[config.mk]
export PLATFORM = sky130hd
export DESIGN_NAME = im_bus_arbiter
export DESIGN_NICKNAME = d
export VERILOG_FILES = /design/src/rtl/im_bus_arbiter.sv
export SDC_FILE = /design/constraint.sdc
export NUM_CORES = 1
export LEC_CHECK = 0
export ABC_AREA = 1
export CAP_MARGIN = 10
export CORE_MARGIN = 2
export CORE_UTILIZATION = 41
export DETAILED_ROUTE_END_ITERATION = 16
export PLACE_DENSITY = 0.8
export SYNTH_ARGS = -nofsm -noshare
export SYNTH_HDL_FRONTEND = slang
export SYNTH_SLANG_ARGS = --single-unit
[constraint.sdc]
create_clock -name clk -period 1.47 [get_ports clk]
set_input_delay 0.2205 -clock clk [delete_from_list [all_inputs] [get_ports clk]]
set_output_delay 0.2205 -clock clk [all_outputs]
set_load 0.05 [all_outputs]
[src/rtl/im_bus_arbiter.sv]
// Round-robin arbiter that shares one word-wide memory device between
// instruction fetch (m0, read-only) and a data port (m1, read/write).
module im_bus_arbiter #(
  parameter int TIMEOUT = 16,
  parameter int CNT_W   = 5
) (
  input  logic        clk,
  input  logic        reset,
  input  logic        m0_req,
  input  logic [31:0] m0_addr,
  output logic [31:0] m0_rdata,
  output logic        m0_done,
  output logic        m0_err,
  input  logic        m1_req,
  input  logic        m1_we,
  input  logic [3:0]  m1_be,
  input  logic [31:0] m1_addr,
  input  logic [31:0] m1_wdata,
  output logic [31:0] m1_rdata,
  output logic        m1_done,
  output logic        m1_err,
  output logic        mem_ce,
  output logic        mem_we,
  output logic        mem_re,
  output logic [3:0]  mem_be,
  output logic [31:0] mem_addr,
  output logic [31:0] mem_din,
  input  logic [31:0] mem_dout,
  input  logic        mem_ready,
  output logic        busy
);

  typedef enum logic {IDLE, BUSY} state_t;

  localparam logic [CNT_W-1:0] TO_LAST = CNT_W'((TIMEOUT > 0) ? TIMEOUT - 1 : 0);

  state_t      state, state_n;
  logic        last_grant;
  logic        owner;
  logic        lat_we;
  logic [3:0]  lat_be;
  logic [31:0] lat_addr;
  logic [31:0] lat_wdata;
  logic [CNT_W-1:0] cnt;

  logic elig0, elig1;
  logic winner;
  logic start;
  logic fetch_err;
  logic finish_ok;
  logic finish_to;

  // A requester's stale req during its own done cycle must not re-arbitrate.
  assign elig0 = m0_req & ~m0_done;
  assign elig1 = m1_req & ~m1_done;

  always_comb begin
    state_n   = state;
    winner    = 1'b0;
    start     = 1'b0;
    fetch_err = 1'b0;
    finish_ok = 1'b0;
    finish_to = 1'b0;
    case (state)
      IDLE: begin
        if (elig0 || elig1) begin
          winner = (elig0 && elig1) ? ~last_grant : elig1;
          if (!winner && (m0_addr[1:0] != 2'b00)) begin
            fetch_err = 1'b1;
          end else begin
            start   = 1'b1;
            state_n = BUSY;
          end
        end
      end
      BUSY: begin
        if (mem_ready) begin
          finish_ok = 1'b1;
          state_n   = IDLE;
        end else if ((TIMEOUT != 0) && (cnt == TO_LAST)) begin
          finish_to = 1'b1;
          state_n   = IDLE;
        end
      end
      default: state_n = IDLE;
    endcase
  end

  always_ff @(posedge clk) begin
    if (reset) begin
      state      <= IDLE;
      last_grant <= 1'b0;
      owner      <= 1'b0;
      lat_we     <= 1'b0;
      lat_be     <= 4'b0000;
      lat_addr   <= 32'h0;
      lat_wdata  <= 32'h0;
      cnt        <= '0;
      m0_done    <= 1'b0;
      m0_err     <= 1'b0;
      m0_rdata   <= 32'h0;
      m1_done    <= 1'b0;
      m1_err     <= 1'b0;
      m1_rdata   <= 32'h0;
    end else begin
      state    <= state_n;
      m0_done  <= 1'b0;
      m0_err   <= 1'b0;
      m0_rdata <= 32'h0;
      m1_done  <= 1'b0;
      m1_err   <= 1'b0;
      m1_rdata <= 32'h0;

      if (start) begin
        owner      <= winner;
        last_grant <= winner;
        cnt        <= '0;
        if (winner) begin
          lat_we    <= m1_we;
          lat_be    <= m1_be;
          lat_addr  <= m1_addr;
          lat_wdata <= m1_wdata;
        end else begin
          lat_we    <= 1'b0;
          lat_be    <= 4'b1111;
          lat_addr  <= m0_addr;
          lat_wdata <= 32'h0;
        end
      end

      if (fetch_err) begin
        last_grant <= 1'b0;
        m0_done    <= 1'b1;
        m0_err     <= 1'b1;
      end

      if ((state == BUSY) && !mem_ready) begin
        cnt <= cnt + 1'b1;
      end

      // Writes complete with zero read data; aborts report an error with zero data.
      if (finish_ok) begin
        if (owner) begin
          m1_done  <= 1'b1;
          m1_rdata <= lat_we ? 32'h0 : mem_dout;
        end else begin
          m0_done  <= 1'b1;
          m0_rdata <= mem_dout;
        end
      end

      if (finish_to) begin
        if (owner) begin
          m1_done <= 1'b1;
          m1_err  <= 1'b1;
        end else begin
          m0_done <= 1'b1;
          m0_err  <= 1'b1;
        end
      end
    end
  end

  assign busy     = (state == BUSY);
  assign mem_ce   = busy;
  assign mem_we   = busy & lat_we;
  assign mem_re   = busy & ~lat_we;
  assign mem_be   = busy ? lat_be    : 4'b0000;
  assign mem_addr = busy ? lat_addr  : 32'h0;
  assign mem_din  = busy ? lat_wdata : 32'h0;

endmodule

**After elaboration in Yosys (flattened, before gate mapping)**

Index checks and enable logic that the tools add are counted.

- Mux-type cells: 36
- Equal/unequal tests: 1
- Bitwise logic cells: 12
- $add $sub $neg: 1
- Reduce and logical (&&, ||, !) cells: 12

Operators with widths:

| cell | number |
|---|---|
| $mux 32 | 4 |
| $mux 1 | 27 |
| $mux 5 | 2 |
| $mux 4 | 2 |
| $not 1->1 | 8 |
| $add 5x1->5 const B | 1 |
| $eq 5x4->1 const B | 1 |
| $and 1x1->1 | 4 |
| $reduce_bool 2->1 | 2 |
| $reduce_or 2->1 | 2 |
| $reduce_or 4->1 | 1 |
| $logic_and 1x1->1 | 3 |
| $reduce_or 3->1 | 1 |
| $logic_not 1->1 | 2 |
| $pmux 1 s2 | 1 |
| $logic_or 1x1->1 | 1 |

- Output and inout port bits: 140
- Word-level logic and storage cells: 76
- Bits in registers: 145

**Logic depth before layout (Yosys ltp)**

- Depth after elaboration: 14
- Mapped depth: 9
- Gate-level depth less buffers: 8

**Worst setup path after synthesis**

Ideal clock, no wire load.

- Path kind: reg2out
- From: register state (netlist: busy)
- To: output mem_din[21]
- Buffers on the path: 3
- Required time: 1.250 ns
- Path slack: -0.441 ns
- Arrival time: 1.691 ns
- Stages on the path, launching flop included: 6
- Cell sequence: dfxtp_1 -> buf_2 -> buf_2 -> buf_2 -> nand2_1 -> inv_1

- Longest elaborated chain between the ends: 1

RTL lines:

| element | RTL line | RTL |
|---|---|---|
| start: declaration | 37 | `state_t state, state_n;` |
| start signal: assignment | 106 | `state <= state_n;` |
| $mux 32 | 170 | `assign mem_din = busy ? lat_wdata : 32'h0;` |
| end: declaration | 27 | `output logic [31:0] mem_din,` |

Every way passes these cells.

**Worst setup path after layout**

- From: register state (netlist: busy)
- To: output mem_addr[7]

- Longest elaborated chain between the ends: 1

RTL lines:

| element | RTL line | RTL |
|---|---|---|
| $mux 32 | 169 | `assign mem_addr = busy ? lat_addr : 32'h0;` |
| end: declaration | 26 | `output logic [31:0] mem_addr,` |

Every way passes these cells.

==> summary.md <==
| Metric | Value |
|---|---|
| H-tree levels | 4 |
| Starting density of the core | 42.1% |
| Top metal layer carrying routed signals | met4 |
| Sum of met2 wire segment lengths after detailed routing | 11500 um |
| Number of DRC violations after detailed routing | 0 |
| CORE AREA | 0.0139 mm2 |
| Top-level I/O count | approximately 280 |
| Post-synth cell types | 20 |
| Leak | 0.00555 uW |
| Number of warnings printed during yosys synthesis | 0 |
| Psw | 3450 uW |
| Worst Setup Slack, final | -0.191 ns |
| Internal power | approximately 8100 uW |
| Total instance count after detailed placement | 1313 |
| Vias after detailed routing | around 6600 |
| Pwr per Cell Area | 1010 mW/mm2 |
| Largest net degree at the start of global routing | 37 |
| Post-DRT Antenna Nets | 0 |
| Post-Synthesis Mean Instance Area | 6.69 um2 |
| Clock input transition at the sequential cells of the worst setup and hold paths | 0.06 ns |
| Shortest clock period the worst path allows after layout | 1.66 ns |
| Element type at the critical path end | output port |
| Mapped cell area | slightly below 0.006 mm2 |
| Critical path destination | mem_addr[7] |
| Worst-path fanout max | 10 |
| Final setup violation count | 146 |
| Critical R2R Capture | lat_addr[31]$_SDFFE_PP0P_ |
| Cell with the biggest individual delay on the critical path | sky130_fd_sc_hd__dfxtp_4 |
| Wire length of the first global-routing pass | 30200 um |
| Floorplan row count | 43 |
| Overall track demand over capacity in global routing | between 20% and 30% |
| Required time of the critical path | roughly 1.3 ns |
| Number of antenna cells inserted | 0 |
| R2R setup slack | -0.15 ns |
| Worst Max-Slew Pin Slew | between 0.4 and 0.5 ns |
| Critical path startpoint category | register |
| I/O Buffers | around 280 |
| Worst-skew pair later-pin latency | 0.41 ns |
| Vias per inst | 4.84 |
| Signal arrival time at the worst endpoint | ~1.4 ns |
| Tightest slew margin relative to the limit | 72.8% |
| Post-layout total power | about 12000 uW |
| Area of combinational cells with multiple inputs | 0.00262 mm2 |
| Met1 wire length | 8100 um |
| CTS Buf Count | 17 |
| IR drop worst, VDD | ~830 uV |
| Class of the most critical setup path | register to output port |
| Post-synthesis register bit count | 145 |
| Setup repair after global routing missed its margin | yes |
| Layout cell share with drive strength beyond 1 | 32.0% |
| Detailed-route wire length | roughly 22000 um |
| HPWL Detailed | approximately 13000 um |
| Net count after synthesis | 1018 |
| Non-filler cells in the finished layout | 1373 |
| Routed WL per cell | 16.3 um |
| Cell chosen for the clock root | sky130_fd_sc_hd__clkbuf_16 |
| Total number of nets in the final design | 1320 |
| TritonCTS clock tree | built |
| Seq pwr share | between 30 and 40% |
| Sw Share | between 20 and 30% |
| Routed length on met3 | 1960 um |
| Die Y | 124 um |
| Clock network fraction of total power | 36.2% |
| Portion of the post-synthesis area used by sequential elements | about half |
| GR Overflow Total | 0 |
| Total count of max-transition violations in the final report | 0 |
| Critical Path Max Stage Delay | 0.37 ns |
| Type of the worst min-delay path | input pin to register |
| Number of iterations in the first detailed-routing pass | 5 |
| Worst Skew | 0.00740 ns |
| Sequence of cells on the critical path | bufbuf_16 > nand2_2 > clkinvlp_4 > buf_12 |
| Hold Fails Final Rpt | 0 |
| Launching element of the worst setup path | busy$_SDFF_PP0_ |
| Global placer's final weighted congestion | about 0.80 |
| Startpoint of the worst-slack reg-to-reg timing path | busy$_SDFF_PP0_ |
| Number of global-route vias before repair | 6224 |
| Result of the run | finished with violations |
| Max frequency | 602 MHz |
| Num Clock Sinks | around 150 |
| DIE WIDTH | 124 um |
| Area of the die | around 0.015 mm2 |
| Worst r2r path cells | 8 |
| Drt initial violations | 387 |
| Number of antenna violations at the first check in global routing | 0 |
| Register area | 0.00291 mm2 |
| Max cap viols | 0 |
| Number of instances in the synthesized netlist | 878 |
| Max Root-Sink Buffers | 2 |
| Synthesis-to-layout area growth | 96.0% |
| Filler Cells Inserted | approximately 770 |
| Post-route clock period utilization | 113% |
| Violations in the final reports | setup timing |
| Combinational Power Share | between 20% and 30% |
## synth_stat cells
cell,count,area [um2]
sky130_fd_sc_hd__nand2_1,242,908
sky130_fd_sc_hd__inv_1,171,642
sky130_fd_sc_hd__nor2_1,164,616
sky130_fd_sc_hd__dfxtp_1,145,2900
sky130_fd_sc_hd__a21oi_1,48,240
sky130_fd_sc_hd__nand3_1,40,200
sky130_fd_sc_hd__buf_2,24,120
sky130_fd_sc_hd__clkbuf_1,18,67.6
sky130_fd_sc_hd__o21ai_0,10,50.1
sky130_fd_sc_hd__buf_1,3,11.3
sky130_fd_sc_hd__buf_4,2,15.0
sky130_fd_sc_hd__ha_1,2,25.0
sky130_fd_sc_hd__nand2_4,2,22.5
sky130_fd_sc_hd__a21oi_4,1,16.3
sky130_fd_sc_hd__clkinv_1,1,3.75
sky130_fd_sc_hd__nand4_1,1,6.26
sky130_fd_sc_hd__nor2_2,1,6.26
sky130_fd_sc_hd__nor3_1,1,5.00
sky130_fd_sc_hd__or2_0,1,6.26
sky130_fd_sc_hd__or2_2,1,6.26
## power by group through the flow
stage,registers (uW),clock network (uW),logic (uW)
3_3_place_gp,4350,0,2300
2_1_floorplan,4430,0,1140
3_5_place_dp,4360,0,2340
5_1_grt,4390,4430,3200
4_1_cts,4330,4240,2630
6_report,4360,4190,3020
## what timing repair did
item / CTS / global route
setup buffers: 7 / 4
cloned: 5 / 12
pin swaps: 28 / 16
setup endpoints to repair: 67 / 140
hold buffers: 0 / 0
gates resized for setup: 125 / 52
## final cells by class
cell class / count / area share (%)
well taps: 180 / 1.96
inverters: 172 / 7.70
repair buffers: 330 / 37.3
clock inverters: 11 / 1.14
flip-flops and latches: 145 / 25.3
clock buffers: 21 / 3.83
multi-input cells: 514 / 22.8
## per-layer routing
layer / vias to the layer above / track usage [%]
met5: - / 0
met4: 0 / 12.9
met3: 69 / 9.16
met2: 324 / 45.5
met1: 3085 / 27.1
li1: 3167 / -
## worst min-delay path by stage
stage | startpoint | end | cells after the start
after floorplan | mem_dout[0] | m0_rdata[0]$_SDFF_PP0_ | 2
after global placement | lat_wdata[20]$_SDFFE_PP0P_ | lat_wdata[20]$_SDFFE_PP0P_ | 2
after detailed placement | lat_wdata[9]$_SDFFE_PP0P_ | lat_wdata[9]$_SDFFE_PP0P_ | 2
after CTS | mem_dout[5] | m0_rdata[5]$_SDFF_PP0_ | 3
after global routing | mem_dout[14] | m0_rdata[14]$_SDFF_PP0_ | 3
final | mem_dout[18] | m1_rdata[18]$_SDFF_PP0_ | 3
## stage by stage
step | instance area (um2) | setup WS [ns] | util (%) | hold slack [ns] | TNS (ns)
after floorplan | 6110 | 0.00617 | - | 0.355 | 0
after global placement | 9830 | -0.263 | 70.5 | 0.447 | -13.67
after detailed placement | 9830 | -0.315 | 70.5 | 0.452 | -17.91
after CTS | 11000 | -0.186 | 78.9 | 0.337 | -11.41
after global routing | 11500 | -0.221 | 82.6 | 0.355 | -22.24
final | 11500 | -0.191 | 82.6 | 0.351 | -16.43
## kinds of logic after synthesis
family | Yosys count | synth area share (%)
fa+ha+maj | 2 | 0.426
compound gates | 59 | 5.22
buf+inv | 219 | 14.6
simple gates | 453 | 30.3
flops | 145 | 49.4
## critical path: cells and delay by family, from the launching register on
family,cells,cell delay [ns]
buffers and inverters,3,0.55
flip-flops,1,0.37
AND/OR/NAND/NOR,1,0.10
## cell usage in the layout (no fill, tap or decap), types with 36 or more instances in the layout
master                              n
sky130_fd_sc_hd__a21oi_1           46
sky130_fd_sc_hd__nand2_4           56
sky130_fd_sc_hd__clkdlybuf4s50_1  137
sky130_fd_sc_hd__buf_4             79
sky130_fd_sc_hd__buf_12            90
sky130_fd_sc_hd__nand2_1          174
sky130_fd_sc_hd__clkinvlp_4        64
sky130_fd_sc_hd__nand3_1           36
sky130_fd_sc_hd__nor2_1           156
sky130_fd_sc_hd__inv_1            101
sky130_fd_sc_hd__dfxtp_1          142
## state kept, by name (all words and copies together), names as in the netlist, 4 cells and up
| name | flops |
|---|---|
| m0_rdata | 32 |
| lat_be | 4 |
| cnt | 5 |
| m1_rdata | 32 |
| lat_wdata | 32 |
| lat_addr | 32 |
Power figures use the tool's default switching activity.
